===== config.mk =====
export PLATFORM = sky130hd
export DESIGN_NAME = act_scheduler_flat
export DESIGN_NICKNAME = d
export VERILOG_FILES = /design/src/rtl/act_pkg.sv /design/src/rtl/act_scheduler_if.sv /design/src/rtl/rr_arbiter.sv /design/src/rtl/sigmoid.sv /design/src/rtl/act_scheduler.sv /design/src/flat_wrapper.sv
export SDC_FILE = /design/constraint.sdc
export NUM_CORES = 1
export LEC_CHECK = 0
export BUFFER_PORTS_ARGS = -buffer_cell sky130_fd_sc_hd__buf_2
export CAP_MARGIN = 0
export CELL_PAD_IN_SITES_DETAIL_PLACEMENT = 0
export CELL_PAD_IN_SITES_GLOBAL_PLACEMENT = 1
export CORE_MARGIN = 1
export CORE_UTILIZATION = 34
export DETAILED_ROUTE_END_ITERATION = 7
export HOLD_SLACK_MARGIN = 0.03
export PLACE_DENSITY_LB_ADDON = 0.05
export SYNTH_ARGS = -nofsm -noshare
export SYNTH_HDL_FRONTEND = slang
export SYNTH_HIERARCHICAL = 1
export SYNTH_SLANG_ARGS = --single-unit

===== constraint.sdc =====
create_clock -name clk -period 4.5 [get_ports clk]
set_input_delay 0.225 -clock clk [delete_from_list [all_inputs] [get_ports clk]]
set_output_delay 0.225 -clock clk [all_outputs]
set_load 0.01 [all_outputs]

===== src/rtl/act_pkg.sv =====
// Shared types, Q2.14 constants and tanh scaling helpers for the activation scheduler.
package act_pkg;

   localparam logic FUNC_SIG  = 1'b0;
   localparam logic FUNC_TANH = 1'b1;

   localparam logic signed [15:0] Q_ONE     = 16'sh4000;
   localparam logic signed [15:0] Q_NEG_ONE = 16'shC000;
   localparam logic signed [15:0] Q_MAX     = 16'sh7FFF;
   localparam logic signed [15:0] Q_MIN     = 16'sh8000;

   // Wide enough for up to 16 requesters.
   localparam int unsigned ID_W = 4;

   typedef struct packed {
      logic            valid;
      logic [ID_W-1:0] id;
      logic            func;
   } tag_t;

   // tanh pre-scale: 2x in 17 bits, saturated back into Q2.14.
   function automatic logic [15:0] tanh_pre(input logic [15:0] x);
      logic [16:0] d;
      d = {x, 1'b0};
      if (d[16] != d[15]) begin
         return d[16] ? Q_MIN : Q_MAX;
      end
      return d[15:0];
   endfunction

   // tanh post-scale: 2r - 1 in 17 bits, clamped to [-1, +1].
   function automatic logic [15:0] tanh_post(input logic [15:0] r);
      logic signed [16:0] d;
      d = $signed({r, 1'b0}) - $signed({Q_ONE[15], Q_ONE});
      if (d > $signed({Q_ONE[15], Q_ONE})) begin
         return Q_ONE;
      end else if (d < $signed({Q_NEG_ONE[15], Q_NEG_ONE})) begin
         return Q_NEG_ONE;
      end
      return d[15:0];
   endfunction

endpackage


===== src/rtl/act_scheduler_if.sv =====
// Requester-side bus of the activation scheduler: requests, grants and routed results.
interface act_scheduler_if #(
   parameter int unsigned N_REQ = 3,
   parameter int unsigned LAT   = 4,
   parameter int unsigned W     = 16
) ();

   localparam int unsigned IW = $clog2(LAT + 3);

   logic [N_REQ-1:0]   req;
   logic [N_REQ-1:0]   req_func;
   logic [N_REQ*W-1:0] req_data;
   logic [N_REQ-1:0]   gnt;
   logic [N_REQ-1:0]   rsp_valid;
   logic [W-1:0]       rsp_data;
   logic [IW-1:0]      inflight;
   logic               err;

   modport master (
      output req, req_func, req_data,
      input  gnt, rsp_valid, rsp_data, inflight, err
   );

   modport slave (
      input  req, req_func, req_data,
      output gnt, rsp_valid, rsp_data, inflight, err
   );

endinterface


===== src/rtl/rr_arbiter.sv =====
// Round-robin arbiter: combinational one-hot grant, registered rotating pointer.
module rr_arbiter #(
   parameter int unsigned N = 3
) (
   input  logic         clk,
   input  logic         rst,
   input  logic [N-1:0] req,
   output logic [N-1:0] gnt
);

   localparam int unsigned PW = (N > 1) ? $clog2(N) : 1;

   logic [PW-1:0] ptr_q, ptr_d;
   logic          found;

   // Pick the first request at or after ptr; the second pass handles wrap-around.
   always_comb begin
      gnt   = '0;
      ptr_d = ptr_q;
      found = 1'b0;
      for (int i = 0; i < int'(N); i++) begin
         if (!found && req[i] && (PW'(i) >= ptr_q)) begin
            found  = 1'b1;
            gnt[i] = 1'b1;
            ptr_d  = (i == int'(N) - 1) ? '0 : PW'(i + 1);
         end
      end
      for (int i = 0; i < int'(N); i++) begin
         if (!found && req[i]) begin
            found  = 1'b1;
            gnt[i] = 1'b1;
            ptr_d  = (i == int'(N) - 1) ? '0 : PW'(i + 1);
         end
      end
   end

   // Pointer register; holds when nothing is granted.
   always_ff @(posedge clk) begin
      if (rst) begin
         ptr_q <= '0;
      end else begin
         ptr_q <= ptr_d;
      end
   end

endmodule


===== src/rtl/sigmoid.sv =====
// Pipelined piecewise-linear sigmoid core, Q2.14 in and out, fixed LAT-cycle latency.
module sigmoid #(
   parameter int unsigned LAT = 4
) (
   input  logic        clk,
   input  logic        rst_n,
   input  logic        en,
   input  logic [15:0] x,
   output logic [15:0] result,
   output logic        result_valid
);

   logic [LAT-1:0][15:0] data_q, data_d;
   logic [LAT-1:0]       vld_q, vld_d;

   // Slopes 1/4 below |x|=1 and 1/8 above; negative inputs use 1 - f(|x|).
   function automatic logic [15:0] sig_approx(input logic [15:0] xv);
      logic [16:0] a;
      logic [15:0] f;
      a = xv[15] ? (17'd0 - {1'b1, xv}) : {1'b0, xv};
      if (a < 17'd16384) begin
         f = 16'(a >> 2) + 16'h2000;
      end else begin
         f = 16'(a >> 3) + 16'h2800;
      end
      return xv[15] ? (16'h4000 - f) : f;
   endfunction

   // Evaluate on entry, then shift through the remaining stages.
   always_comb begin
      data_d    = data_q;
      vld_d     = vld_q;
      data_d[0] = en ? sig_approx(x) : '0;
      vld_d[0]  = en;
      for (int k = 1; k < int'(LAT); k++) begin
         data_d[k] = data_q[k-1];
         vld_d[k]  = vld_q[k-1];
      end
   end

   // Pipeline registers.
   always_ff @(posedge clk) begin
      if (!rst_n) begin
         data_q <= '0;
         vld_q  <= '0;
      end else begin
         data_q <= data_d;
         vld_q  <= vld_d;
      end
   end

   assign result       = data_q[LAT-1];
   assign result_valid = vld_q[LAT-1];

endmodule


===== src/rtl/act_scheduler.sv =====
// Shares one sigmoid core among N_REQ requesters; tanh runs as 2*sig(2x)-1 on the same core.
module act_scheduler
   import act_pkg::*;
#(
   parameter int unsigned N_REQ = 3,
   parameter int unsigned LAT   = 4,
   parameter int unsigned W     = 16
) (
   input logic            clk,
   input logic            rst,
   act_scheduler_if.slave bus
);

   localparam int unsigned IW = $clog2(LAT + 3);

   logic [N_REQ-1:0] gnt;
   logic             grant_valid;
   logic [ID_W-1:0]  grant_id;
   logic             grant_func;
   logic [W-1:0]     grant_data;

   logic             issue_valid_q, issue_valid_d;
   logic [ID_W-1:0]  issue_id_q, issue_id_d;
   logic             issue_func_q, issue_func_d;
   logic [W-1:0]     issue_data_q, issue_data_d;

   tag_t [LAT-1:0]   tag_q, tag_d;
   tag_t             tail;

   logic             core_rst_n;
   logic [W-1:0]     core_result;
   logic             core_rvalid;

   logic [N_REQ-1:0] rsp_valid_q, rsp_valid_d;
   logic [W-1:0]     rsp_data_q, rsp_data_d;
   logic [IW-1:0]    inflight_q, inflight_d;
   logic             err_q, err_d;

   rr_arbiter #(
      .N(N_REQ)
   ) u_arb (
      .clk(clk),
      .rst(rst),
      .req(bus.req),
      .gnt(gnt)
   );

   // Encode the one-hot grant and select the winner's operand and function.
   always_comb begin
      grant_valid = |gnt;
      grant_id    = '0;
      grant_func  = FUNC_SIG;
      grant_data  = '0;
      for (int i = 0; i < int'(N_REQ); i++) begin
         if (gnt[i]) begin
            grant_id   = ID_W'(i);
            grant_func = bus.req_func[i];
            grant_data = bus.req_data[i*W +: W];
         end
      end
   end

   // Issue stage: capture on grant, pre-scaling tanh operands.
   always_comb begin
      issue_valid_d = grant_valid;
      issue_id_d    = issue_id_q;
      issue_func_d  = issue_func_q;
      issue_data_d  = issue_data_q;
      if (grant_valid) begin
         issue_id_d   = grant_id;
         issue_func_d = grant_func;
         issue_data_d = (grant_func == FUNC_TANH) ? tanh_pre(grant_data) : grant_data;
      end
   end

   assign core_rst_n = ~rst;

   sigmoid #(
      .LAT(LAT)
   ) u_core (
      .clk         (clk),
      .rst_n       (core_rst_n),
      .en          (issue_valid_q),
      .x           (issue_data_q),
      .result      (core_result),
      .result_valid(core_rvalid)
   );

   // Tag pipeline advancing in lockstep with the core.
   always_comb begin
      tag_d    = tag_q;
      tag_d[0] = tag_t'{valid: issue_valid_q, id: issue_id_q, func: issue_func_q};
      for (int k = 1; k < int'(LAT); k++) begin
         tag_d[k] = tag_q[k-1];
      end
      tail = tag_q[LAT-1];
   end

   // Return stage follows the tail tag; err latches any tag/core valid disagreement.
   always_comb begin
      rsp_valid_d = '0;
      rsp_data_d  = rsp_data_q;
      if (tail.valid) begin
         for (int i = 0; i < int'(N_REQ); i++) begin
            if (tail.id == ID_W'(i)) begin
               rsp_valid_d[i] = 1'b1;
            end
         end
         rsp_data_d = (tail.func == FUNC_SIG) ? core_result : tanh_post(core_result);
      end
      err_d      = err_q | (core_rvalid ^ tail.valid);
      inflight_d = inflight_q + IW'(grant_valid) - IW'(|rsp_valid_q);
   end

   // State registers.
   always_ff @(posedge clk) begin
      if (rst) begin
         issue_valid_q <= 1'b0;
         issue_id_q    <= '0;
         issue_func_q  <= FUNC_SIG;
         issue_data_q  <= '0;
         tag_q         <= '0;
         rsp_valid_q   <= '0;
         rsp_data_q    <= '0;
         inflight_q    <= '0;
         err_q         <= 1'b0;
      end else begin
         issue_valid_q <= issue_valid_d;
         issue_id_q    <= issue_id_d;
         issue_func_q  <= issue_func_d;
         issue_data_q  <= issue_data_d;
         tag_q         <= tag_d;
         rsp_valid_q   <= rsp_valid_d;
         rsp_data_q    <= rsp_data_d;
         inflight_q    <= inflight_d;
         err_q         <= err_d;
      end
   end

   assign bus.gnt       = gnt;
   assign bus.rsp_valid = rsp_valid_q;
   assign bus.rsp_data  = rsp_data_q;
   assign bus.inflight  = inflight_q;
   assign bus.err       = err_q;

endmodule

===== src/flat_wrapper.sv =====
// flat-port wrapper written by rule: the top's interface ports become plain ports
module act_scheduler_flat import act_pkg::*;
#(
   parameter int unsigned N_REQ = 3,
   parameter int unsigned LAT   = 4,
   parameter int unsigned W     = 16
)
  (clk, rst, bus_req, bus_req_func, bus_req_data, bus_gnt, bus_rsp_valid, bus_rsp_data, bus_inflight, bus_err);
  act_scheduler_if #(.N_REQ(N_REQ), .LAT(LAT), .W(W)) bus_i ();
  input logic clk;
  input logic rst;
  input wire logic [$bits(bus_i.req)-1:0] bus_req;
  input wire logic [$bits(bus_i.req_func)-1:0] bus_req_func;
  input wire logic [$bits(bus_i.req_data)-1:0] bus_req_data;
  output wire logic [$bits(bus_i.gnt)-1:0] bus_gnt;
  output wire logic [$bits(bus_i.rsp_valid)-1:0] bus_rsp_valid;
  output wire logic [$bits(bus_i.rsp_data)-1:0] bus_rsp_data;
  output wire logic [$bits(bus_i.inflight)-1:0] bus_inflight;
  output wire logic [$bits(bus_i.err)-1:0] bus_err;
  assign bus_i.req = bus_req;
  assign bus_i.req_func = bus_req_func;
  assign bus_i.req_data = bus_req_data;
  assign bus_gnt = bus_i.gnt;
  assign bus_rsp_valid = bus_i.rsp_valid;
  assign bus_rsp_data = bus_i.rsp_data;
  assign bus_inflight = bus_i.inflight;
  assign bus_err = bus_i.err;
  act_scheduler #(.N_REQ(N_REQ), .LAT(LAT), .W(W)) u_core (.clk(clk), .rst(rst), .bus(bus_i));
endmodule

* Word level (Yosys, flattened, before mapping)
Cells that the tools add are included.
** Word-level totals
- Word-level logic and storage cells :: 111
- Register bits after elaboration :: 139
** Operators by class
- Equality and inequality tests :: 3
- Bitwise gates (word level) :: 4
- Magnitude comparators :: 6
- Reduce and logical (&&, ||, !) cells :: 22
- Add/subtract/negate cells :: 7
- Mux-type cells :: 42
** Operators by type and width (number)
- 16-bit two-way mux :: 13
- 17-bit by 15-bit less-than comparator with 1-bit output (second input constant) :: 2
- 1-bit two-way mux :: 22
- 17-bit by 16-bit greater-than comparator with 1-bit output (second input constant) :: 1
- 17-bit two-way mux :: 1
- 1-bit by 17-bit subtractor with 17-bit output (first input constant) :: 1
- 17-bit by 16-bit subtractor with 17-bit output (second input constant) :: 1
- 15-bit by 14-bit adder with 16-bit output (second input constant) :: 1
- 15-bit by 16-bit subtractor with 16-bit output (first input constant) :: 1
- 14-bit by 14-bit adder with 15-bit output (second input constant) :: 1
- 2-bit two-way mux :: 6
- 3-bit OR reduction :: 3
- 1-bit logical AND :: 8
- 2-bit OR reduction :: 3
- 1-bit zero test :: 5
- 5-bit nonzero test :: 1
- 4-bit by 1-bit == test with 1-bit output (second input constant) :: 1
- 4-bit by 2-bit == test with 1-bit output (second input constant) :: 1
- 1-bit by 2-bit greater-or-equal comparator with 1-bit output (first input constant) :: 2
- 4-bit zero test :: 1
- 4-bit nonzero test :: 1
- 3-bit by 1-bit adder with 3-bit output :: 1
- 3-bit by 1-bit subtractor with 3-bit output :: 1
- 2-bit greater-or-equal comparator (first input constant) :: 1
- other kinds (4) :: 5

* Logic depth before layout (Yosys ltp)
- Depth in word-level cells :: 26
- Gate-level depth with buffers :: 24
- Gate-level depth less buffers :: 19

* Cells and area by module
The synthesis kept the hierarchy.
** By module, submodules not included
- sigmoid :: area each 3198.1 um^2, instances 1, cells each 365, sequential area each 1361.3 um^2
- act_scheduler :: area each 2728.9 um^2, instances 1, cells each 307, sequential area each 1181.1 um^2
- rr_arbiter :: area each 217.7 um^2, instances 1, cells each 24, sequential area each 40.0 um^2

* Worst setup path before layout
No wires, ideal clock.
- Kind :: register to register
- From :: register u_core.issue_data_q[4]
- To :: register u_core.u_core.data_q (netlist bit u_core/u_core/data_d[28])
- Cell stages (with the launch flop) :: 25
- Arrival time :: 4.059 ns
- Clock period less this slack :: 4.176 ns
- Setup slack :: 0.324 ns
- Cells stage by stage :: dfxtp_1 -> buf_4 -> nor3_1 -> and2_1 -> buf_2 -> and2_1 -> buf_2 -> nand3b_1 -> ha_1 -> clkbuf_1 -> nand2b_1 -> clkbuf_1 -> o22ai_1 -> clkbuf_1 -> a21oi_1 -> o21ai_0 -> nand2_1 -> ha_1 -> nor4b_1 -> mux2i_1 -> nand2b_1 -> nand2b_1 -> o31ai_1 -> xor2_1 -> nor2_1
** On the way
- Longest elaborated chain between the ends :: 6
** Ends and longest elaborated chain
- from (decl) :: line act_scheduler.sv:25 : logic [W-1:0] issue_data_q, issue_data_d;
- from (signal assigned) :: line act_scheduler.sv:131 : issue_data_q <= issue_data_d;
- 1-bit by 17-bit subtractor with 17-bit output :: line sigmoid.sv:20 : a = xv[15] ? (17'd0 - {1'b1, xv}) : {1'b0, xv};
- 17-bit two-way mux * :: line sigmoid.sv:20
- 15-bit by 14-bit adder with 16-bit output (tied with other cells) :: line sigmoid.sv:22 : f = 16'(a >> 2) + 16'h2000;
- 16-bit two-way mux * :: line sigmoid.sv:21 : if (a < 17'd16384) begin
- 15-bit by 16-bit subtractor with 16-bit output :: line sigmoid.sv:26 : return xv[15] ? (16'h4000 - f) : f;
- 16-bit two-way mux * :: line sigmoid.sv:26
- to (signal assigned) :: line sigmoid.sv:47 : data_q <= data_d;
- to (decl) :: line sigmoid.sv:13 : logic [LAT-1:0][15:0] data_q, data_d;
Every way passes the cells marked *; elsewhere a longest branch is shown, timed or not.
A chain may end at the register's enable or synchronous reset.

* Worst setup path in the final report
- From :: register u_core.issue_data_q[8]
- To :: register u_core.u_core.data_q (netlist bit u_core/u_core/data_d[28])
The elaborated chain is that of the path after synthesis.

==> impl_metrics.tcl <==
set metrics [dict create \
    status "completed" \
    cts_buffer_depth 2 \
    fin_crit_ns 4.06 \
    design_area_um2 7300 \
    cap_violations 0 \
    fill_cells 1740 \
    layout_commonest_cell "dfxtp_1" \
    p_leak_nw 3.07 \
    r2r-end "u_core/u_core/data_d[28]" \
    hpwl_um 10900 \
    routed_wl_um 14900 \
    diodes 0 \
    tns_ns 0 \
    tightest_slew_ns 0.885 \
    worst_hold_path_type "in2reg" \
    cp_data_required_time_ns 4.76 \
    overflow 0 \
    yosys.area.top_type_share_pct 42.0 \
    r2r-start "u_core/issue_data_q[8]" \
    hold_buffers 0 \
    endpoint "u_core/u_core/data_d[28]" \
    grt_pass1_wl_um 24400 \
    power_mw 3.39 \
    cts_buffers 17 \
    area.sequential_um2 2580 \
    layout.nets 835 \
    grt_max_degree 68 \
    drtPass1Iterations 5 \
    clock_sinks 129 \
    path_class "reg2reg" \
    start_kind "register" \
    yosys-top-cells-area "dfxtp_1, and2_1, a21oi_1" \
    synth_edf_count 0 \
    vias 5112 \
    post_cts_buffers 0 \
    setup_viol 0 \
    setup.worst_path.start "u_core/issue_data_q[8]" \
    yosysSeqAreaShare_pct 42.0 \
    portBuffers 81 \
    htreeDepth 4 \
    yosys_warnings 6 \
    wire_per_inst_um 14.8 \
    synth_largest_area_cell "dfxtp_1" \
    layout-drive-gt1-share_pct 20.1 \
    coreArea_um2 17500 \
    p_per_area_nw_per_um2 465 \
    relSlewSlack_pct 40.8 \
    fin_skew_ns 0.0171 \
    placed_cell_area_um2 6730 \
    reg2regPathDepth 19 \
    ys_ff_latch 129 \
    r2r_setup_slack_ns 0.44 \
    die_x_um 136 \
    end_kind "register" \
    synth_cell_types 81 \
    layout_common_cells "dfxtp_1, buf_2, and2_1" \
    die_area_um2 18600 \
    fin_crit_sh_pct 90.2 \
    drt_iter0_drc 263 \
    cp.arrival_ns 4.32 \
    clk_latency_ns 0.41 \
    rows 48 \
    die_y_um 136 \
    clkTransAtPathRegs_ns 0.06 \
    synth_flop_cell "dfxtp_1" \
    cts_resized 0 \
    antenna_found_initial 0 \
    hold_viol_final 0 \
    critPathMaxFanout 10 \
    rsz0062_at_grt "false" \
    area_growth_pct 18.8 \
    cts-root-buf "clkbuf_16" \
    post-route-drc-count 0 \
    syn_area_per_cell_um2 8.83 \
    via_per_inst 5.09 \
    ant_nets 0 \
    netlist_area_um2 6140 \
    floorplan.initialDensity_pct 35.2 \
    grt_pass1_vias 4894 \
    pin_count 82 \
    grtUsageTotal_pct 16.9 \
    slew_violations 0 \
    synthCells 696 \
    place.gp.congestion 0.912 \
    multi_input_area_um2 3260 \
    cts_tree "built" \
    async_flop_share_pct 0 \
    ir_drop_mv 0.324 \
    fmax_mhz 246 \
]
[how the worst min path moves through the flow]
| stage | cells after the start | start | slack (ns) | endpoint |
|---|---|---|---|---|
| after floorplan | 1 | rst | 0.30 | u_core/tag_q[19] |
| after global placement | 1 | u_core/tag_d[8] | 0.42 | u_core/tag_d[14] |
| after detailed placement | 1 | u_core/u_core/data_d[18] | 0.42 | u_core/u_core/data_d[34] |
| after CTS | 2 | bus_req[1] | 0.13 | u_core/u_arb/ptr_q[1] |
| after global routing | 2 | bus_req[1] | 0.17 | u_core/u_arb/ptr_q[1] |
| final | 2 | bus_req[1] | 0.15 | u_core/u_arb/ptr_q[1] |
[cell usage after synthesis (all sizes together), types with 14 or more instances]
master,number
clkbuf,25
inv,19
nand2,50
dfxtp,129
nor2,52
a211oi,20
a21oi,46
and2,58
buf,24
nand3b,16
o21ai,29
a21o,14
nor2b,25
[worst max-delay path, cell delays in order, from the launching register on]
cell,delay (ns)
dfxtp_1,0.37
nor4_1,0.28
and3_1,0.28
and2_2,0.25
nand3b_1,0.12
ha_2,0.26
and2_1,0.20
nand2_1,0.14
o22ai_2,0.14
a21oi_1,0.18
o21ai_0,0.09
nand2_1,0.07
ha_1,0.23
nor4b_1,0.26
mux2i_1,0.14
nand2b_1,0.20
nand2b_1,0.21
o31ai_1,0.27
xor2_1,0.17
nor2_1,0.05
[metal layers]
metal / track usage (%) / part of all wire (%) / up-vias
met4: 6.42 / 1.8 / 0
met1: 20.8 / 47 / 2380
met3: 3.99 / 4.2 / 19
met2: 28.4 / 47 / 120
met5: 0 / 0 / -
li1: - / - / 2593
[cells by family (layout without fill, tap and decap cells)]
group / after synthesis / count (layout) / synth area share (%)
and+or+nand+nor: 270 / 270 / 24.2
xor gates and xnor gates: 24 / 24 / 3.42
muxes: 7 / 7 / 1.16
buffers and inverters: 68 / 151 / 5.23
other: 2 / 3 / 0.122
adders and majority gates: 12 / 12 / 2.57
AOI/OAI and AO/OA: 184 / 184 / 21.3
DFF: 129 / 129 / 42.0
[cell type report]
type | count | share of cell area [%]
timing repair buffer | 100 | 7.51
multi-input combinational | 500 | 44.7
clock buffer | 20 | 6.12
clock inverter | 12 | 1.47
tap | 225 | 3.86
sequential | 129 | 35.4
inverter | 19 | 0.977
[sequential cells by signal, summed over array words and instances (netlist names)]
name and flops:
u_core/u_core/result 16, u_core/tag_d 12, u_core/issue_data_q 16, u_core/tag_q 4, u_core/bus.err 1, u_core/issue_valid_q 1, u_core/issue_func_q 1, u_core/bus.rsp_valid 3
u_core/bus.inflight 3, u_core/bus.rsp_data 16, u_core/u_core/vld_q 4, u_core/issue_id_q 2, u_core/u_core/data_d 48, u_core/u_arb/ptr_q 2
[power by group]
group | switching (mW) | internal (mW) | total (mW)
Sequential | 0.0518 | 1.22 | 1.27
Clock | 0.492 | 0.774 | 1.27
Combinational | 0.519 | 0.337 | 0.856
Total | 1.06 | 2.33 | 3.39
[through the flow]
step | std cells | util (%) | hold WS (ns) | setup slack, ns
after global routing | 1005 | 41.8 | 0.170 | 0.0149
final | 1005 | 41.8 | 0.152 | 0.440
after CTS | 1005 | 41.7 | 0.129 | 0.228
after global placement | 973 | 38.5 | 0.416 | 0.368
after floorplan | 697 | - | 0.297 | 0.324
after detailed placement | 973 | 38.5 | 0.418 | 0.239
Power figures use the tool's default switching activity.
